===== src/rtl/wb_cfg_master.sv =====
// wb_cfg_master: Wishbone classic single-access master for the MAC register port.
//
// Turns a valid/ready command stream into one Wishbone access at a time and
// returns a valid/ready response. A bus access that is not acknowledged
// within TIMEOUT_CYCLES strobe cycles is abandoned and reported with rsp_err.
//
// Parameters:
//   ADDR_W         Wishbone address width
//   DATA_W         Wishbone data width
//   TIMEOUT_CYCLES strobe cycles to wait for wb_ack_i (1..65535)
//   INT_PEND_ADDR  interrupt-pending register address (interrupt service only)
//
// Ports:
//   wb_clk_i, wb_rst_n                  clock, async active-low reset
//   cmd_valid/cmd_ready                 command handshake
//   cmd_we, cmd_addr, cmd_wdata         command payload
//   rsp_valid/rsp_ready                 response handshake
//   rsp_rdata, rsp_err                  response payload (rdata 0 on write/timeout)
//   wb_cyc_o, wb_stb_o, wb_we_o         Wishbone control
//   wb_adr_o, wb_dat_o, wb_dat_i        Wishbone address / data
//   wb_ack_i, wb_int_i                  Wishbone acknowledge / level interrupt
//   int_pend_valid, int_pend            interrupt-pending read result (optional)
//
// Optional feature macro: WB_CFG_MASTER_INT_SERVICE_EN
//   When defined, a rising edge of wb_int_i triggers an autonomous read of
//   INT_PEND_ADDR whose result is pulsed on int_pend_valid/int_pend.
//   When undefined, wb_int_i is ignored and the int_pend ports do not exist.

module wb_cfg_master #(
    parameter int unsigned       ADDR_W         = 8,
    parameter int unsigned       DATA_W         = 32,
    parameter int unsigned       TIMEOUT_CYCLES = 255,
    parameter logic [ADDR_W-1:0] INT_PEND_ADDR  = ADDR_W'(8'h08)
) (
    input  logic              wb_clk_i,
    input  logic              wb_rst_n,

    input  logic              cmd_valid,
    output logic              cmd_ready,
    input  logic              cmd_we,
    input  logic [ADDR_W-1:0] cmd_addr,
    input  logic [DATA_W-1:0] cmd_wdata,

    output logic              rsp_valid,
    input  logic              rsp_ready,
    output logic [DATA_W-1:0] rsp_rdata,
    output logic              rsp_err,

    output logic              wb_cyc_o,
    output logic              wb_stb_o,
    output logic              wb_we_o,
    output logic [ADDR_W-1:0] wb_adr_o,
    output logic [DATA_W-1:0] wb_dat_o,
    input  logic [DATA_W-1:0] wb_dat_i,
    input  logic              wb_ack_i,
    input  logic              wb_int_i
`ifdef WB_CFG_MASTER_INT_SERVICE_EN
    ,
    output logic              int_pend_valid,
    output logic [DATA_W-1:0] int_pend
`endif
);

    localparam int unsigned      CNT_W    = 16;
    // Last strobe cycle index that may still complete without a timeout.
    localparam logic [CNT_W-1:0] CNT_LAST = CNT_W'(TIMEOUT_CYCLES - 1);

    typedef enum logic [1:0] {
        IDLE = 2'd0,
        BUS  = 2'd1,
        RESP = 2'd2
    } state_t;

    state_t state;
    state_t state_nxt;

    logic              cyc_q;
    logic              cyc_nxt;
    logic              we_nxt;
    logic [ADDR_W-1:0] adr_nxt;
    logic [DATA_W-1:0] dat_nxt;
    logic              rsp_valid_nxt;
    logic [DATA_W-1:0] rdata_nxt;
    logic              err_nxt;
    logic              cmd_ready_nxt;
    logic [CNT_W-1:0]  cnt_q;
    logic [CNT_W-1:0]  cnt_nxt;
    logic              auto_q;     // current access is an autonomous interrupt read
    logic              auto_nxt;

    logic              start_cmd;
    logic              start_int;
    logic              bus_ack;
    logic              bus_timeout;

`ifdef WB_CFG_MASTER_INT_SERVICE_EN
    logic              int_q;
    logic              int_req;
    logic              int_req_nxt;
    logic              int_rise;
    logic              int_pend_valid_nxt;
    logic [DATA_W-1:0] int_pend_nxt;

    assign int_rise    = wb_int_i & ~int_q;
    // Launching a service read consumes the latched request; a new edge re-arms it.
    assign start_int   = (state == IDLE) && int_req;
    assign int_req_nxt = (int_req & ~start_int) | int_rise;
`else
    logic unused_int;
    assign unused_int = wb_int_i;
    assign start_int  = 1'b0;
`endif

    assign start_cmd   = (state == IDLE) && cmd_valid && cmd_ready;
    assign bus_ack     = (state == BUS) && wb_ack_i;
    // Ack has priority over the timeout boundary in the same cycle.
    assign bus_timeout = (state == BUS) && !wb_ack_i && (cnt_q == CNT_LAST);

    assign wb_cyc_o = cyc_q;
    assign wb_stb_o = cyc_q;

    // State register.
    always_ff @(posedge wb_clk_i or negedge wb_rst_n) begin
        if (!wb_rst_n) begin
            state <= IDLE;
        end else begin
            state <= state_nxt;
        end
    end

    // Next-state logic.
    always_comb begin
        state_nxt = state;
        case (state)
            IDLE: begin
                if (start_cmd || start_int) begin
                    state_nxt = BUS;
                end
            end
            BUS: begin
                if (bus_ack || bus_timeout) begin
                    state_nxt = auto_q ? IDLE : RESP;
                end
            end
            RESP: begin
                if (rsp_ready) begin
                    state_nxt = IDLE;
                end
            end
            default: state_nxt = IDLE;
        endcase
    end

    // Next values of all registered outputs.
    always_comb begin
        cyc_nxt       = cyc_q;
        we_nxt        = wb_we_o;
        adr_nxt       = wb_adr_o;
        dat_nxt       = wb_dat_o;
        rsp_valid_nxt = rsp_valid;
        rdata_nxt     = rsp_rdata;
        err_nxt       = rsp_err;
        cnt_nxt       = cnt_q;
        auto_nxt      = auto_q;
`ifdef WB_CFG_MASTER_INT_SERVICE_EN
        cmd_ready_nxt      = (state_nxt == IDLE) && !int_req_nxt;
        int_pend_valid_nxt = 1'b0;
        int_pend_nxt       = int_pend;
`else
        cmd_ready_nxt      = (state_nxt == IDLE);
`endif

        case (state)
            IDLE: begin
                if (start_cmd) begin
                    cyc_nxt  = 1'b1;
                    we_nxt   = cmd_we;
                    adr_nxt  = cmd_addr;
                    dat_nxt  = cmd_we ? cmd_wdata : '0;
                    cnt_nxt  = '0;
                    auto_nxt = 1'b0;
                end else if (start_int) begin
                    cyc_nxt  = 1'b1;
                    we_nxt   = 1'b0;
                    adr_nxt  = INT_PEND_ADDR;
                    dat_nxt  = '0;
                    cnt_nxt  = '0;
                    auto_nxt = 1'b1;
                end
            end
            BUS: begin
                if (bus_ack) begin
                    cyc_nxt = 1'b0;
                    we_nxt  = 1'b0;
                    if (!auto_q) begin
                        rsp_valid_nxt = 1'b1;
                        rdata_nxt     = wb_we_o ? '0 : wb_dat_i;
                        err_nxt       = 1'b0;
                    end
`ifdef WB_CFG_MASTER_INT_SERVICE_EN
                    else begin
                        int_pend_valid_nxt = 1'b1;
                        int_pend_nxt       = wb_dat_i;
                    end
`endif
                end else if (bus_timeout) begin
                    cyc_nxt = 1'b0;
                    we_nxt  = 1'b0;
                    // A timed-out service read is silently dropped.
                    if (!auto_q) begin
                        rsp_valid_nxt = 1'b1;
                        rdata_nxt     = '0;
                        err_nxt       = 1'b1;
                    end
                end else begin
                    cnt_nxt = cnt_q + CNT_W'(1);
                end
            end
            RESP: begin
                if (rsp_ready) begin
                    rsp_valid_nxt = 1'b0;
                end
            end
            default: begin
                cyc_nxt = 1'b0;
                we_nxt  = 1'b0;
            end
        endcase
    end

    // Output and datapath registers.
    always_ff @(posedge wb_clk_i or negedge wb_rst_n) begin
        if (!wb_rst_n) begin
            cyc_q     <= 1'b0;
            wb_we_o   <= 1'b0;
            wb_adr_o  <= '0;
            wb_dat_o  <= '0;
            rsp_valid <= 1'b0;
            rsp_rdata <= '0;
            rsp_err   <= 1'b0;
            cmd_ready <= 1'b1;
            cnt_q     <= '0;
            auto_q    <= 1'b0;
        end else begin
            cyc_q     <= cyc_nxt;
            wb_we_o   <= we_nxt;
            wb_adr_o  <= adr_nxt;
            wb_dat_o  <= dat_nxt;
            rsp_valid <= rsp_valid_nxt;
            rsp_rdata <= rdata_nxt;
            rsp_err   <= err_nxt;
            cmd_ready <= cmd_ready_nxt;
            cnt_q     <= cnt_nxt;
            auto_q    <= auto_nxt;
        end
    end

`ifdef WB_CFG_MASTER_INT_SERVICE_EN
    // Interrupt edge detect, pending request and result registers.
    always_ff @(posedge wb_clk_i or negedge wb_rst_n) begin
        if (!wb_rst_n) begin
            int_q          <= 1'b0;
            int_req        <= 1'b0;
            int_pend_valid <= 1'b0;
            int_pend       <= '0;
        end else begin
            int_q          <= wb_int_i;
            int_req        <= int_req_nxt;
            int_pend_valid <= int_pend_valid_nxt;
            int_pend       <= int_pend_nxt;
        end
    end
`endif

endmodule


===== config.mk =====
export PLATFORM = sky130hd
export DESIGN_NAME = wb_cfg_master
export DESIGN_NICKNAME = d
export VERILOG_FILES = /design/src/rtl/wb_cfg_master.sv
export SDC_FILE = /design/constraint.sdc
export NUM_CORES = 1
export LEC_CHECK = 0
export ABC_CLOCK_PERIOD_IN_PS = 1600
export CAP_MARGIN = 20
export CORE_ASPECT_RATIO = 0.9
export CORE_MARGIN = 2
export CORE_UTILIZATION = 35
export DETAILED_ROUTE_END_ITERATION = 6
export GPL_ROUTABILITY_DRIVEN = 0
export PLACE_DENSITY_LB_ADDON = 0.25
export SLEW_MARGIN = 20
export SYNTH_ARGS = -nofsm -noshare
export SYNTH_HDL_FRONTEND = slang
export SYNTH_SLANG_ARGS = --single-unit

===== constraint.sdc =====
create_clock -name wb_clk_i -period 1.6 [get_ports wb_clk_i]
set_input_delay 0.16 -clock wb_clk_i [delete_from_list [all_inputs] [get_ports wb_clk_i]]
set_output_delay 0.16 -clock wb_clk_i [all_outputs]
set_load 0.05 [all_outputs]

=== After elaboration in Yosys (flattened, before gate mapping) ===
Index checks and enable logic that the tools add are counted.

* Bitwise logic cells: 1
* Multiplexer cells: 23
* Add/sub/neg operators: 1
* Equal/unequal tests: 8
* Reductions and logical operators: 17

{| class="wikitable"
|+ Operators by type and width
! operator !! count
|-
| 32-bit two-way mux || 4
|-
| 16-bit two-way mux || 3
|-
| 16-bit one-hot mux with 2 select lines || 1
|-
| 16-bit by 1-bit adder with 16-bit output, second input constant || 1
|-
| 16-bit by 8-bit equality test with 1-bit output, second input constant || 1
|-
| 1-bit two-way mux || 8
|-
| 2-bit inequality test, second input constant || 4
|-
| 2-bit two-way mux || 3
|-
| 1-bit one-hot mux with 3 select lines || 2
|-
| 2-bit one-hot mux with 3 select lines || 1
|-
| 3-bit AND reduction || 2
|-
| 2-bit nonzero test || 3
|-
| 1-bit logical AND || 5
|-
| 2-bit logical NOT || 2
|-
| 2-bit AND reduction || 2
|-
| 4-bit AND reduction || 1
|-
| 3-bit inequality test, second input constant || 1
|-
| 2-bit by 1-bit equality test with 1-bit output, second input constant || 1
|-
| 2-bit equality test, second input constant || 1
|-
| 1-bit one-hot mux with 2 select lines || 1
|-
| 1-bit logical NOT || 1
|-
| 1-bit logical OR || 1
|-
| 1-bit inverter || 1
|}

* Register bits after elaboration: 95
* Output and inout port bits: 78
* Input bits: 79

=== Logic depth before layout (Yosys ltp) ===
* Depth in word-level cells: 7
* Gate-level depth with buffers: 8
* Gate-level depth less buffers: 6

=== Least setup slack after synthesis ===
OpenSTA, ideal clock, no wires.

* Path kind: flip-flop to flip-flop
* Start point: reg cnt_q[0]
* End point: reg rsp_rdata[10]
* Library setup time: 0.121 ns
* Cell stages (with the launch flop): 9
* Arrival: 1.522 ns
* Required time: 1.479 ns
* Path slack: -0.043 ns
* Path through: dfrtp_1 -> inv_1 -> ha_1 -> nor4b_1 -> and4_1 -> buf_6 -> o21ai_4 -> buf_6 -> a22o_1

* Longest elaborated chain between the ends: 4

{| class="wikitable"
|+ Ends and longest elaborated chain
! what !! RTL line !! source
|-
| start: declaration || 86 || <nowiki>logic [CNT_W-1:0] cnt_q;</nowiki>
|-
| start signal: assignment || 253 || <nowiki>cnt_q <= cnt_nxt;</nowiki>
|-
| 16-bit by 8-bit equality test with 1-bit output || 117 || <nowiki>assign bus_timeout = (state == BUS) && !wb_ack_i && (cnt_q == CNT_LAST);</nowiki>
|-
| 1-bit logical AND || 117 ||
|-
| 2-bit nonzero test (no source line) || -- ||
|-
| 2-bit AND reduction (no source line) || -- ||
|-
| end signal: assignment || 250 || <nowiki>rsp_rdata <= rdata_nxt;</nowiki>
|-
| end: declaration || 46 || <nowiki>output logic [DATA_W-1:0] rsp_rdata,</nowiki>
|}

No other way between the ends.
A chain may end at the register's enable or synchronous reset.

=== Worst setup path after layout ===
* Start point: reg cnt_q[0]
* End point: reg cnt_q[1]

* Longest elaborated chain between the ends: 4

{| class="wikitable"
|+ Ends and longest elaborated chain
! what !! RTL line
|-
| 16-bit by 1-bit adder with 16-bit output or 16-bit by 8-bit equality test with 1-bit output (tied branches) || 216, 117
|-
| 16-bit two-way mux or 1-bit logical AND (tied branches) || 206, 117
|-
| 16-bit two-way mux or 2-bit inequality test (tied branches) || --
|-
| 16-bit one-hot mux with 2 select lines or 4-bit AND reduction (tied branches) || --
|}

Parallel ways exist; a longest one is shown, timed or not. The select of a mux whose other input is x is not followed.

==> flow_summary.yaml <==
sta:
  slew_viol_final: 0
  hold_violations: 0
  setup_ws_ns: -0.04570
  setup_violations: 25
  fin_crit_ns: 1.646
  slew-limit-headroom_pct: 65.32
  fin_crit_sh_pct: 102.9
  fmaxAchievable_mhz: 607.6
  finalClockSkew_ns: 0.008886
  whs_ns: 0.3689
  tightest_slew_ns: 0.5202
  rsz0062_at_grt: "true"
place:
  port_buffers: 155
  hpwl_um: 6977
  preCtsSetupSlack_ns: -0.4328
setup_path:
  crit_type: "reg2reg"
  crit_path_max_fanout: 17
  critPathCapture: "cnt_q[1]"
  cp-end-kind: "flop"
  critPathLaunch: "cnt_q[0]"
  arrival_ns: 1.89
  r2r_start: "cnt_q[0]"
  rr_endpoint: "cnt_q[1]"
  r2r_cells: 7
  crit_required_ns: 1.85
  crit_path_start_kind: "flop"
  reg2reg_slack_ns: -0.05
final_layout:
  final_common_cell: "buf_4"
  n_antenna_cell: 0
  final_cell_mix: "104 x buf_4, 102 x nand2_1, 92 x dfrtp_1"
  nNetsFinal: 628
  syn2layout_area_growth_pct: 58.31
  layout-drive-gt1-share_pct: 28.99
grt:
  grt_start_max_net_pins: 96
  grt_pass1_vias: 3365
  grt_pass1_wl_um: 17060
  antenna_found_initial: 0
  track_usage_pct: 17.70
  grt_remaining_overflow: 0
routing:
  vias: 3368
  wl_per_cell_um: 14.81
  routed_wl_um: 10430
  drcViolationCount: 0
  viasPerCell: 4.784
  first_iter_violations: 256
  antenna_left: 0
  dr.pass1.iters: 4
cts:
  cts.sinks: 95
  cts_inserted_buffers: 9
  clk_pin_slew_ns: 0.06
  clock_latency_ns: 0.33
  htreeDepth: 3
  cts_tree: "built"
  cts_root_buf: "clkbuf_16"
  clk_path_buf_depth: 2
min_path:
  min_path_type: "in2reg"
  min_path_cells: 3
floorplan:
  num_rows: 36
  io_pins: 157
  die_h_um: 104.2
  fp.dieW_um: 115.3
  floorplan.initialDensity_pct: 35.94
  die_area_mm2: 0.01201
  core-area_mm2: 0.01086
run_status:
  violations: "setup timing"
  outcome: "finished, violations left"
logic_synthesis:
  syn-num-nets: 446
  synthCells: 365
  synth.avg_cell_area_um2: 10.69
  ys_seq_area_share_pct: 60.97
  ys_warn_count: 0
  syn_area_mm2: 0.003901
  synth_seq_cells: 95
  synth_cell_types: 36
flow_run:
  max-cap-violations: 0
power_and_ir_drop:
  powerDensity_mw_per_mm2: 2099
  peakVddDrop_v: 0.001205
  p_leak_nw: 3.023
## flip-flops by register name (all words and copies together) (netlist names)
register,count
wb_cyc_o,1
state,2
cmd_ready,1
rsp_valid,1
wb_we_o,1
cnt_q,16
rsp_err,1
wb_dat_o,32
rsp_rdata,32
wb_adr_o,8
## per-stage QoR
stage          util, %  instance area [µm²]  std cells  TNS, ns  power, mW
2_1_floorplan        -                 3908        365  -0.6048      8.209
3_3_place_gp     51.86                 5629        677   -15.05      10.44
3_5_place_dp     51.86                 5629        677   -16.57      10.52
4_1_cts          56.02                 6081        699  -0.6611      13.03
5_1_grt          56.89                 6176        704   -5.487      13.65
6_report         56.89                 6176        704  -0.5512      12.96
## power by group
| group | switching (mW) | internal, mW |
|---|---|---|
| clock network | 0.906 | 1.42 |
| logic | 4.51 | 2.24 |
| registers | 0.579 | 3.31 |
| total | 6.00 | 6.97 |
## area by class of cell
type | count | area (µm²)
clock buffer | 10 | 239.0
sequential | 95 | 2381
multi-input combinational | 243 | 1483
inverter | 4 | 15.01
timing repair buffer | 194 | 1777
clock inverter | 6 | 91.34
fill | 902 | 4679
tap | 152 | 190.2
## Yosys cell counts
cell / instances / area (µm²)
a22o_1: 34 / 297.8
nand4_1: 5 / 31.28
o211ai_1: 3 / 22.52
or3_1: 8 / 50.05
nor2_1: 4 / 15.01
buf_2: 3 / 15.01
clkbuf_1: 12 / 45.04
o31ai_1: 4 / 30.03
buf_1: 2 / 7.510
and4_1: 3 / 26.28
and4_4: 1 / 11.26
nand3_1: 38 / 190.2
nor4b_2: 1 / 15.01
xor2_1: 1 / 8.760
inv_1: 4 / 15.01
ha_1: 2 / 25.02
o22ai_1: 1 / 6.260
nor3b_4: 1 / 18.77
clkbuf_2: 1 / 5.000
buf_4: 2 / 15.01
buf_6: 5 / 56.30
and2b_2: 1 / 8.760
and4bb_1: 1 / 12.51
dfstp_2: 1 / 26.28
nand2_1: 102 / 382.9
mux2i_1: 5 / 50.05
o21ai_4: 1 / 16.27
nor3b_1: 1 / 7.510
o21ai_0: 8 / 40.04
nand2b_1: 1 / 6.260
nor4b_1: 2 / 17.52
and3_1: 3 / 18.77
a21oi_1: 7 / 35.03
dfrtp_1: 94 / 2352
a21o_1: 1 / 7.510
and2_1: 2 / 12.51
## how the worst min path moves through the flow
| stage | startpoint | end | slack [ns] |
|---|---|---|---|
| finish | cmd_addr[1] | wb_adr_o[1] | 0.37 |
| global route | cmd_addr[7] | wb_adr_o[7] | 0.37 |
| CTS | cmd_addr[1] | wb_adr_o[1] | 0.36 |
| detailed placement | wb_rst_n | wb_adr_o[1] | 0.26 |
| global placement | wb_rst_n | wb_adr_o[1] | 0.25 |
| floorplan | wb_rst_n | cnt_q[0] | -0.14 |
## cell families after synthesis
| group | after synthesis | synth area share, % |
|---|---|---|
| compound gates | 59 | 11.67 |
| xor+xnor | 1 | 0.2245 |
| fa+ha+maj | 2 | 0.6413 |
| buf+inv | 29 | 4.073 |
| flops | 95 | 60.97 |
| mux | 5 | 1.283 |
| simple gates | 174 | 21.14 |
## metal layers
layer / part of all wire [%] / GRT usage [%] / up-vias
li1: - / - / 1632
met1: 45 / 24.13 / 1586
met2: 44 / 27.39 / 137
met3: 9.0 / 6.177 / 13
met4: 1.2 / 3.701 / 0
met5: 0 / 0 / -
## repair_timing
action,4_1_cts,5_1_grt
endpoints found under the hold margin,94,0
setup endpoints to repair,46,90
buffers inserted,3,7
cloned,2,0
hold buffers,1,0
pin swaps,26,6
gates resized for setup,9,16
## worst max-delay path, cell delays in order, from the launching register on
cell and delay [ns]:
dfrtp_1 0.38, inv_1 0.06, ha_1 0.14, nor4b_4 0.17
and4_4 0.30, buf_6 0.18, nand2b_4 0.16, mux2i_1 0.18
(Power assumes the default switching activity.)
